File: config.mk
export PLATFORM = sky130hd
export DESIGN_NAME = cpu_control_unit_flat
export DESIGN_NICKNAME = d
export VERILOG_FILES = /design/src/rtl/cpu_control_unit_if.sv /design/src/rtl/cpu_control_unit.sv /design/src/flat_wrapper.sv
export SDC_FILE = /design/constraint.sdc
export NUM_CORES = 1
export LEC_CHECK = 0
export CAP_MARGIN = 20
export CORE_AREA = 2 2 182 184
export CTS_BUF_LIST = sky130_fd_sc_hd__clkbuf_4
export DETAILED_ROUTE_END_ITERATION = 8
export DIE_AREA = 0 0 184 186
export HOLD_SLACK_MARGIN = 0.05
export PLACE_DENSITY = 0.76
export SYNTH_ARGS = -nofsm -noshare
export SYNTH_HDL_FRONTEND = slang
export SYNTH_SLANG_ARGS = --single-unit
export TNS_END_PERCENT = 20
File: constraint.sdc
create_clock -name clk -period 1.9 [get_ports clk]
set_clock_uncertainty 0.05 [all_clocks]
set_input_delay 0.19 -clock clk [delete_from_list [all_inputs] [get_ports clk]]
set_output_delay 0.19 -clock clk [all_outputs]
set_load 0.05 [all_outputs]
File: src/rtl/cpu_control_unit_if.sv
// Instruction handshake, ALU operand/result bus and display output of the
// control unit, bundled so the sequencer and its environment share one port.
//
// Handshake: an instruction transfers on a rising edge where both
// instr_valid and instr_ready are high. The source holds instr stable until
// that edge. instr_ready is high only while the sequencer is idle. instr_valid
// seen while busy is ignored, and instr changes after the transfer have no effect.
interface cpu_control_unit_if;
    logic               instr_valid;
    logic [17:0]        instr;
    logic               instr_ready;
    logic [2:0]         alu_opcode;
    logic signed [15:0] alu_a;
    logic signed [15:0] alu_b;
    logic signed [15:0] alu_result;
    logic               done;
    logic               disp_valid;
    logic [15:0]        disp_data;

    // Environment side: instruction source plus the ALU instance.
    modport master (
        output instr_valid, instr, alu_result,
        input  instr_ready, alu_opcode, alu_a, alu_b, done, disp_valid, disp_data
    );

    // Sequencer side.
    modport slave (
        input  instr_valid, instr, alu_result,
        output instr_ready, alu_opcode, alu_a, alu_b, done, disp_valid, disp_data
    );
endinterface

File: src/rtl/cpu_control_unit.sv
// Multi-cycle sequencer for the 16-bit datapath: accepts one instruction,
// reads operands from a 16x16 register file, drives the external
// combinational ALU, and writes the result back or emits it for display.
// Sequence per instruction: IDLE -> EXEC -> WB -> IDLE.
module cpu_control_unit #(
    parameter int NREGS = 16,
    parameter int IMM_W = 7
) (
    input  logic                 clk,
    input  logic                 rst_n,
    cpu_control_unit_if.slave    bus,
    output logic                 busy,
    input  logic [3:0]           dbg_addr,
    output logic [15:0]          dbg_data,
    output logic [1:0]           dbg_state
);

    typedef enum logic [1:0] {
        S_IDLE = 2'd0,
        S_EXEC = 2'd1,
        S_WB   = 2'd2
    } state_t;

    localparam logic [2:0] OP_LOAD    = 3'b000;
    localparam logic [2:0] OP_ADD     = 3'b001;
    localparam logic [2:0] OP_ADDI    = 3'b010;
    localparam logic [2:0] OP_SUB     = 3'b011;
    localparam logic [2:0] OP_SUBI    = 3'b100;
    localparam logic [2:0] OP_MUL     = 3'b101;
    localparam logic [2:0] OP_CLEAR   = 3'b110;
    localparam logic [2:0] OP_DISPLAY = 3'b111;

    state_t       state_q;
    state_t       state_d;
    logic [17:0]  instr_q;
    logic [15:0]  res_q;
    logic [15:0]  disp_q;
    logic [15:0]  regs [0:NREGS-1];

    // Fields of the latched instruction.
    logic [2:0]       op;
    logic [3:0]       rd;
    logic [3:0]       rs1;
    logic [3:0]       rs2;
    logic [IMM_W-1:0] imm;
    logic [15:0]      imm_sext;

    assign op       = instr_q[17:15];
    assign rd       = instr_q[14:11];
    assign rs1      = instr_q[10:7];
    assign rs2      = instr_q[6:3];
    assign imm      = instr_q[IMM_W-1:0];
    assign imm_sext = {{(16-IMM_W){imm[IMM_W-1]}}, imm};

    assign dbg_data      = regs[dbg_addr];
    assign dbg_state     = state_q;
    assign bus.disp_data = disp_q;

    // State register.
    always_ff @(posedge clk or negedge rst_n) begin
        if (!rst_n) begin
            state_q <= S_IDLE;
        end else begin
            state_q <= state_d;
        end
    end

    // Next-state logic, handshake/status outputs and ALU operand selection.
    always_comb begin
        state_d         = state_q;
        bus.instr_ready = 1'b0;
        busy            = 1'b1;
        bus.done        = 1'b0;
        bus.disp_valid  = 1'b0;
        bus.alu_opcode  = 3'b000;
        bus.alu_a       = '0;
        bus.alu_b       = '0;
        case (state_q)
            S_IDLE: begin
                bus.instr_ready = 1'b1;
                busy            = 1'b0;
                if (bus.instr_valid) begin
                    state_d = S_EXEC;
                end
            end
            S_EXEC: begin
                bus.alu_opcode = op;
                case (op)
                    OP_LOAD: begin
                        bus.alu_a = '0;
                        bus.alu_b = imm_sext;
                    end
                    OP_ADDI, OP_SUBI: begin
                        bus.alu_a = regs[rs1];
                        bus.alu_b = imm_sext;
                    end
                    OP_ADD, OP_SUB, OP_MUL: begin
                        bus.alu_a = regs[rs1];
                        bus.alu_b = regs[rs2];
                    end
                    OP_DISPLAY: begin
                        bus.alu_a = regs[rs1];
                        bus.alu_b = '0;
                    end
                    default: begin
                        bus.alu_a = '0;
                        bus.alu_b = '0;
                    end
                endcase
                state_d = S_WB;
            end
            S_WB: begin
                bus.done       = 1'b1;
                bus.disp_valid = (op == OP_DISPLAY);
                state_d        = S_IDLE;
            end
            default: begin
                state_d = S_IDLE;
            end
        endcase
    end

    // Instruction latch, result capture and display register.
    always_ff @(posedge clk or negedge rst_n) begin
        if (!rst_n) begin
            instr_q <= '0;
            res_q   <= '0;
            disp_q  <= '0;
        end else begin
            if (state_q == S_IDLE && bus.instr_valid) begin
                instr_q <= bus.instr;
            end
            if (state_q == S_EXEC) begin
                // CLEAR writes zero whatever the ALU answers for opcode 110.
                res_q <= (op == OP_CLEAR) ? 16'd0 : bus.alu_result;
                // Loaded on entry to WB so the value is on the pins for the
                // whole disp_valid cycle; reg[rs1] cannot change in between.
                if (op == OP_DISPLAY) begin
                    disp_q <= regs[rs1];
                end
            end
        end
    end

    // Register file: cleared on reset, written at the edge leaving WB.
    always_ff @(posedge clk or negedge rst_n) begin
        if (!rst_n) begin
            for (int i = 0; i < NREGS; i++) begin
                regs[i] <= '0;
            end
        end else if (state_q == S_WB && op != OP_DISPLAY) begin
            regs[rd] <= res_q;
        end
    end

endmodule

File: src/flat_wrapper.sv
// flat-port wrapper written by rule: the top's interface ports become plain ports
module cpu_control_unit_flat 
#(
    parameter int NREGS = 16,
    parameter int IMM_W = 7
)
  (clk, rst_n, busy, dbg_addr, dbg_data, dbg_state, bus_instr_valid, bus_instr, bus_alu_result, bus_instr_ready, bus_alu_opcode, bus_alu_a, bus_alu_b, bus_done, bus_disp_valid, bus_disp_data);
  cpu_control_unit_if bus_i ();
  input  logic clk;
  input  logic rst_n;
  output logic busy;
  input  logic [3:0] dbg_addr;
  output logic [15:0] dbg_data;
  output logic [1:0] dbg_state;
  input wire logic [$bits(bus_i.instr_valid)-1:0] bus_instr_valid;
  input wire logic [$bits(bus_i.instr)-1:0] bus_instr;
  input wire logic [$bits(bus_i.alu_result)-1:0] bus_alu_result;
  output wire logic [$bits(bus_i.instr_ready)-1:0] bus_instr_ready;
  output wire logic [$bits(bus_i.alu_opcode)-1:0] bus_alu_opcode;
  output wire logic [$bits(bus_i.alu_a)-1:0] bus_alu_a;
  output wire logic [$bits(bus_i.alu_b)-1:0] bus_alu_b;
  output wire logic [$bits(bus_i.done)-1:0] bus_done;
  output wire logic [$bits(bus_i.disp_valid)-1:0] bus_disp_valid;
  output wire logic [$bits(bus_i.disp_data)-1:0] bus_disp_data;
  assign bus_i.instr_valid = bus_instr_valid;
  assign bus_i.instr = bus_instr;
  assign bus_i.alu_result = bus_alu_result;
  assign bus_instr_ready = bus_i.instr_ready;
  assign bus_alu_opcode = bus_i.alu_opcode;
  assign bus_alu_a = bus_i.alu_a;
  assign bus_alu_b = bus_i.alu_b;
  assign bus_done = bus_i.done;
  assign bus_disp_valid = bus_i.disp_valid;
  assign bus_disp_data = bus_i.disp_data;
  cpu_control_unit #(.NREGS(NREGS), .IMM_W(IMM_W)) u_core (.clk(clk), .rst_n(rst_n), .bus(bus_i), .busy(busy), .dbg_addr(dbg_addr), .dbg_data(dbg_data), .dbg_state(dbg_state));
endmodule
Yosys cells after proc, flatten, opt, wreduce, memory -nomap -nowiden. Index checks and enable logic that the tools add are counted.

Memory bits (writable): 0. Latch bits: 0. Memory bits (read-only): 0. Word-level logic and storage cells: 73. Output and inout port bits: 73. Flip-flop bits (word level): 308. Memories kept: 0. Input bits: 41.

Mux-type cells: 24. Multiply operators: 0. Shifts and indexed selects: 0. $add $sub $neg: 0. Divide/modulo/power cells: 0. Equality and inequality tests: 11. $lt $le $gt $ge: 5. Reduce and logical (&&, ||, !) cells: 9. Bitwise operators: 4.

Operators with widths (count): $bwmux W256 (1); $bmux W16 S4 (3); $mux W16 (11); $demux W16 S4 (1); $pmux W16 S2 (1); $ge A5 B5 Y1 const B (4); $not A4 Y5 (4); $eq A3 B3 Y1 const B (4); $eq A3 B2 Y1 const B (2); $reduce_or A3 Y1 (2); $reduce_or A6 Y1 (1); $lt A5 B1 Y1 const B (1); $mux W1 (4); $pmux W2 S2 (1); $eq A3 B1 Y1 const B (1); $logic_and A1 B1 Y1 (3); $logic_not A3 Y1 (1); $mux W3 (1); $ne A3 B3 Y1 const B (1); $eq A2 B1 Y1 const B (1); $eq A2 B2 Y1 const B (1); $logic_not A2 Y1 (1); $mux W2 (1); $ne A2 B2 Y1 const B (1); $reduce_and A2 Y1 (1).

Logic depth before layout (Yosys ltp). Gate-level depths: netlist (run 1).

Word-level depth: 6. Mapped depth: 8. Gate-level depth less buffers: 5.

Worst setup path before layout (run 1). No wires, ideal clock.

Path kind: reg-to-reg. Start: register u_core.state_q[1], in the netlist u_core.dbg_state[1]. End: register u_core.instr_q[10]. Stages on the path, launching flop included: 7. Period minus slack after synthesis: 2.570 ns. Library setup time: 0.125 ns. Required time: 1.725 ns. Arrival: 2.395 ns. Setup slack: -0.670 ns. Cell sequence: dfrtp_1 or2_2 inv_1 and2_1 buf_2 buf_2 mux2_2.

Word-level cells in the longest chain between the ends: 2.

Ends and longest elaborated chain: start, declared (RTL line cpu_control_unit.sv:33) `state_t state_q;`; start signal, assigned (RTL line cpu_control_unit.sv:64) `state_q <= state_d;`; $logic_not A2 Y1 (RTL line cpu_control_unit.sv:130) `if (state_q == S_IDLE && bus.instr_valid) begin`; $logic_and A1 B1 Y1 (RTL line cpu_control_unit.sv:130); end signal, assigned (RTL line cpu_control_unit.sv:131) `instr_q <= bus.instr;`; end, declared (RTL line cpu_control_unit.sv:35) `logic [17:0] instr_q;`.

Every way passes these cells. A chain may end at the register's enable or synchronous reset.

Worst setup path after layout (run 1).
Start: register u_core.instr_q[9]. End: output bus_alu_a[4].

Word-level cells in the longest chain between the ends: 6.

Ends and longest elaborated chain: $not A4 Y5 (implied by the code) (RTL line cpu_control_unit.sv:94, cpu_control_unit.sv:98, cpu_control_unit.sv:102); $bmux W16 S4 (RTL line cpu_control_unit.sv:94, cpu_control_unit.sv:98, cpu_control_unit.sv:102); $mux W16 (implied by the code) (2 in a row) (RTL line cpu_control_unit.sv:94, cpu_control_unit.sv:98, cpu_control_unit.sv:102); $mux W16; $mux W16 (RTL line cpu_control_unit.sv:78) `case (state_q)`; end, declared (RTL line flat_wrapper.sv:20) `output wire logic [$bits(bus_i.alu_a)-1:0] bus_alu_a;`.

Every way passes these cells. The select of a mux whose other input is x is not followed.

==> results of run 1 <==
==> metrics by stage <==
| step | cells | total power [mW] |
|---|---|---|
| finish | 2068 | 36.35 |
| global route | 2068 | 37.85 |
| CTS | 2042 | 34.77 |
| detailed placement | 1858 | 27.98 |
| global placement | 1858 | 27.37 |
| floorplan | 1238 | 21.67 |
==> Yosys cell counts, types with 20 or more instances <==
cell / n
mux2_2: 199
clkbuf_1: 39
buf_2: 37
mux2_1: 62
dfrtp_1: 308
a22oi_1: 71
nor2_1: 20
buf_4: 26
mux2_4: 20
mux2i_1: 151
nand2_1: 22
mux4_2: 142
==> repair_timing <==
action | in CTS | in global routing
endpoints found under the setup margin | 141 | 254
buffers inserted | 16 | 27
hold buffers | 29 | 0
resized for setup | 155 | 102
hold endpoints to repair | 335 | 0
pin swaps | 37 | 42
gates cloned | 2 | 2
==> path summary, 6_finish.rpt <==
path	slack, ns	start	to
max reg2reg	-0.05	u_core.instr_q[10]	u_core.bus.disp_data[14]
min reg2reg	0.42	u_core.bus.disp_data[14]	u_core.bus.disp_data[14]
max in group asynchronous	0.60	rst_n	u_core.regs[106]
min	0.08	bus_instr[3]	u_core.instr_q[3]
max	-1.02	u_core.instr_q[9]	bus_alu_a[4]
min in group asynchronous	0.45	rst_n	u_core.res_q[3]
==> metal layers <==
layer,part of all wire,up-vias,GRT usage
met5,0.0011,-,0
li1,-,5631,-
met4,0.056,2,0.1722
met3,0.12,262,0.1078
met2,0.46,1039,0.5511
met1,0.37,7167,0.4566
==> logic make-up after synthesis <==
group,after synthesis,share of synthesized area
mux,574,0.4441
simple gates,111,0.03964
compound gates,126,0.05117
buf+inv,118,0.03391
flops,308,0.4306
xor+xnor,1,0.0004895
==> worst register-to-register path: cells and delay by family, from the launching register on <==
family | cells | cell delay (ns)
AO/OA/AOI/OAI | 2 | 0.32
buffers and inverters | 3 | 0.56
flip-flops | 1 | 0.46
AND/OR/NAND/NOR | 2 | 0.47
==> power groups by stage <==
stage	logic (mW)	registers (mW)	clock network, mW
2_1_floorplan	9.78	11.9	0
3_3_place_gp	15.2	12.2	0
3_5_place_dp	15.5	12.5	0
4_1_cts	16.5	12.4	5.95
5_1_grt	18.6	12.9	6.34
6_report	17.8	12.6	5.88
==> area by class of cell <==
cell class / instances / share of cell area
Multi-Input combinational cell: 812 / 0.4277
Sequential cell: 308 / 0.3207
Clock inverter: 21 / 0.005761
Clock buffer: 116 / 0.03612
Antenna cell: 1 / 0.0001038
Inverter: 3 / 0.001246
Timing Repair Buffer: 399 / 0.1873
Tap cell: 408 / 0.02118
==> flip-flops by register name, summed over array words and instances, names as in the netlist <==
signal                flops
u_core.bus.disp_data     16
u_core.dbg_state          2
u_core.instr_q           18
u_core.regs             256
u_core.res_q             16
==> impl_metrics.yaml, run 1 <==
sta:
  min_period_ns: 2.924
  fmax_ghz: 0.3420
  slew_headroom: 0.4092
  setup_viol_count_final: 65
  fin_crit_sh: 1.539
  hold_viol: 0
  drv_slew: 0
  hold_slack_ns: 0.08468
  rsz0062_at_grt: "true"
  setup_tns_ns: -40.73
  setup_ws_ns: -1.024
  tightestPinTransition_ns: 0.8828
floorplanning:
  ioPinCount: 114
  fp.dieArea_um2: 34220
  floorplan.initialDensity: 0.5557
  die_h_um: 186
  rows: 66
  dieWidth_um: 184
  core_area_um2: 32210
critical_path:
  path_class: "flip-flop to output port"
  path_cells: "buf_12 -> buf_12 -> buf_6 -> mux2i_1 -> a22oi_1 -> nand4_1 -> nor2_2 -> buf_6"
  cpLargestDelayFamily: "buffers and inverters"
  worstPathRequired_ns: 1.66
  crit_cells: 8
  crit_fanout: 13
  crit_buf_inv: 4
  slowest_stage: "dfrtp_4"
  crit_path_start_kind: "flip-flop"
  reg2regPathDepth: 7
  endpoint_kind: "output port"
  cp_slowest_stage_delay_ns: 0.52
  arrival_ns: 2.68
drt:
  viasPerCell: 6.819
  routed_wl_um: 60330
  drtIter0Drc: 1854
  num_vias: 14101
  ant_nets: 0
  wire_per_inst_um: 29.17
  dr.pass1.iters: 9
  drc: 1
logic_synthesis:
  yosys_warnings: 0
  avgSynthCellArea_um2: 14.46
  synthTopCellsByArea: "dfrtp_1, mux4_2, mux2_2, mux2i_1, mux2_1"
  async_flop_share: 1.000
  synth_top_area_share: 0.4306
  synth_top_area_cell: "dfrtp_1"
  ys.flop_type: "dfrtp_1"
  syn-cell-area_um2: 17900
  syn_inst: 1238
  yosysUniqueCellTypes: 48
  ys_seq_area_frac: 0.4306
  synth-edff-count: 0
  syn_nets: 1279
  synth.ff_latch_count: 308
power:
  pwr_density_cell_nw_per_um2: 1508
  p_clk_frac: 0.162
  intPower_mw: 22.18
  peakVddDrop_mv: 0.6699
  swShare: 0.3899
  p_leak_nw: 11.06
  p_seq_frac: 0.347
  p_sw_mw: 14.17
  p_comb_frac: 0.491
grt:
  grt_pass1_wl_um: 89020
  antenna_found_initial: 1
  gr-total-overflow: 0
  grt_pass1_vias: 14413
  grt_max_degree: 60
  grt_util_all_layers: 0.3546
layout:
  drive_gt1_frac: 0.5787
  fill_cells: 1917
  seq_area_um2: 7731
  final_common_cell: "dfrtp_1"
  nNetsFinal: 1645
  post-route-util: 0.7486
  final_cell_mix: "dfrtp_1, mux2_2, buf_4"
  multi_input_area_um2: 10310
  area_growth_pct: 34.70
  final_area_um2: 24110
clock_network:
  clkSlewWorstSetupHoldPaths_ns: 0.08
  cts_buffers: 80
  cts_sinks: 308
  clock-root-buffer: "clkbuf_4"
  cts_tree: "built"
  clk_latency_ns: 0.74
  htreeDepth: 3
  clockBufferDepth: 3
worst_hold_path:
  hold_depth: 2
  min_path_type: "primary input to flip-flop"
placed_design:
  placed_area_um2: 21590
  io_buffers: 113
  gp_congestion: 0.9489
  post-place-ws_ns: -0.3247
  place_hpwl_um: 37490
run_status:
  violations: "design-rule violations, negative setup slack"
  status: "finished, violations left"
flow_run:
  cap_viol_max_count: 0
No activity file was read; power rests on OpenSTA's default activity.
==> run 2, diff against run 1 <==
- clock period: 1.9 -> 2.65 ns (I/O delays scaled with it)
==> run 2 against run 1 <==
  * The flow finishes with violations (negative setup slack)
  * Setup slack better by 0.66 ns
  * Critical path depth down 1
  * Core utilization down 6.7 points
  * Hold slack better by 0.011 ns
  * Critical path type unchanged
  * Largest power group unchanged
==> impl_metrics.yaml, run 2 (same netlist as run 1, synthesis figures left out) <==
clock_network:
  clkSlewWorstSetupHoldPaths_ns: 0.07
  clock-root-buffer: "clkbuf_4"
  cts_buffers: 84
  cts_tree: "built"
  clockBufferDepth: 3
  htreeDepth: 3
  clk_latency_ns: 0.77
  cts_sinks: 308
critical_path:
  crit_fanout: 12
  endpoint_kind: "output port"
  crit_end: "bus_alu_a[5]"
  path_cells: "buf_12 -> buf_6 -> mux2i_1 -> a22oi_1 -> nand4_1 -> nor2_2 -> buf_6"
  worstPathRequired_ns: 2.34
  crit_path_frequent_cell: "buf_6"
  crit_buf_inv: 3
  crit_cells: 7
  cpLargestDelayFamily: "flip-flops"
  startpoint: "u_core.instr_q[9]"
  slowest_stage: "dfrtp_4"
  cp_slowest_stage_delay_ns: 0.55
  r2r_end: "u_core.regs[191]"
  crit_path_start_kind: "flip-flop"
  rrSetupSlack_ns: 0.47
  arrival_ns: 2.69
  path_class: "flip-flop to output port"
  reg2reg_from: "u_core.instr_q[15]"
  reg2regPathDepth: 5
worst_hold_path:
  min_path_type: "primary input to flip-flop"
drt:
  routed_wl_um: 56910
  wire_per_inst_um: 29.66
  num_vias: 13421
  dr.pass1.iters: 6
  drtIter0Drc: 1551
  viasPerCell: 6.994
  drc: 0
  ant_nets: 0
floorplanning:
  floorplan.initialDensity: 0.5557
  ioPinCount: 114
  die_h_um: 186
  rows: 66
  dieWidth_um: 184
  core_area_um2: 32210
  fp.dieArea_um2: 34220
layout:
  fill_cells: 2232
  final_area_um2: 21960
  top_regs: "u_core.regs (256), u_core.instr_q (18)"
  area_growth_pct: 22.71
  largest_reg_flops: 256
  nNetsFinal: 1491
  final_cell_mix: "dfrtp_1, mux2_2, mux2i_1"
  drive_gt1_frac: 0.4831
  multi_input_area_um2: 9743
  regMostFlops: "u_core.regs"
  seq_area_um2: 7724
  post-route-util: 0.6819
  final_common_cell: "dfrtp_1"
grt:
  antenna_found_initial: 2
  gr-total-overflow: 0
  grt_pass1_vias: 13717
  busiest_layer: "met2"
  grt_util_met3: 0.1039
  grt_util_all_layers: 0.3415
  met1_usage: 0.4556
  grt_max_degree: 65
  grt_pass1_wl_um: 85560
  grtUsageMet2: 0.5192
sta:
  tightestPinTransition_ns: 0.6320
  slew_headroom: 0.5787
  min_period_ns: 3.010
  setup_ws_ns: -0.3596
  fmax_ghz: 0.3323
  fin_crit_sh: 1.136
  drv_slew: 0
  hold_viol: 0
  rsz0062_at_grt: "true"
  setup_viol_count_final: 38
power:
  p_leak_nw: 9.997
  peakVddDrop_mv: 0.5557
  p_seq_frac: 0.383
  p_comb_frac: 0.435
  swShare: 0.3934
  pwr_density_cell_nw_per_um2: 1102
  p_sw_mw: 9.520
  intPower_mw: 14.68
  p_clk_frac: 0.182
placed_design:
  gp_congestion: 0.8757
  placed_area_um2: 19860
  io_buffers: 113
  place_hpwl_um: 33910
  post-place-ws_ns: 0.2617
run_status:
  violations: "negative setup slack"
  status: "finished, violations left"
flow_run:
  cap_viol_max_count: 0
## run 2: cell type report
class / count / share of cell area
antenna: 2 / 0.0002279
clock buffer: 124 / 0.04239
clock inverter: 21 / 0.006552
inverter: 3 / 0.0007407
multi-input combinational: 812 / 0.4437
sequential: 308 / 0.3517
tap: 408 / 0.02325
timing repair buffer: 241 / 0.1315
## run 2: worst min path at each step
| stage | startpoint | endpoint | slack, ns | depth (start not counted) |
|---|---|---|---|---|
| floorplan | rst_n | u_core.bus.disp_data[0] | -0.08 | 0 |
| global placement | rst_n | u_core.regs[131] | 0.21 | 1 |
| detailed placement | rst_n | u_core.regs[131] | 0.21 | 1 |
| CTS | bus_instr[16] | u_core.instr_q[16] | 0.05 | 2 |
| global route | bus_instr[4] | u_core.instr_q[4] | 0.06 | 2 |
| finish | bus_alu_result[0] | u_core.res_q[0] | 0.1 | 2 |
## run 2: layer usage
layer  share of wire  routed length, um
met3            0.12               6697
met2            0.46              26330
met4           0.040               2301
met5               0                  0
met1            0.38              21580
## run 2: power by group through the flow
stage	Combinational, mW	Clock (mW)	Sequential, mW
CTS	10.2	4.48	9.09
detailed placement	9.37	0	9.16
floorplan	6.86	0	8.51
global placement	9.16	0	9.03
finish	10.5	4.40	9.27
global route	11.0	4.76	9.49
## run 2: what timing repair did
action / CTS / global route
setup endpoints to repair: 50 / 48
gates cloned: 9 / 1
hold endpoints to repair: 317 / 0
hold buffers: 11 / 0
pin swaps: 15 / 19
buffers inserted: 26 / 4
gates resized for setup: 75 / 30
## run 2: metrics by stage
| stage | hold WS, ns | TNS (ns) | total power, mW | cells |
|---|---|---|---|---|
| 6_report | 0.09556 | -9.584 | 24.20 | 1919 |
| 5_1_grt | 0.05999 | -13.47 | 25.25 | 1919 |
| 4_1_cts | 0.05226 | -10.40 | 23.80 | 1912 |
| 3_5_place_dp | 0.2058 | 0 | 18.53 | 1722 |
| 3_3_place_gp | 0.2114 | 0 | 18.19 | 1722 |
| 2_1_floorplan | -0.08059 | 0 | 15.38 | 1238 |
## run 2: worst register-to-register path: stages, from the launching register on
cell	delay [ns]
dfrtp_1	0.50
nand3_2	0.21
nand4b_4	0.16
or3_1	0.54
buf_12	0.26
mux2_1	0.34
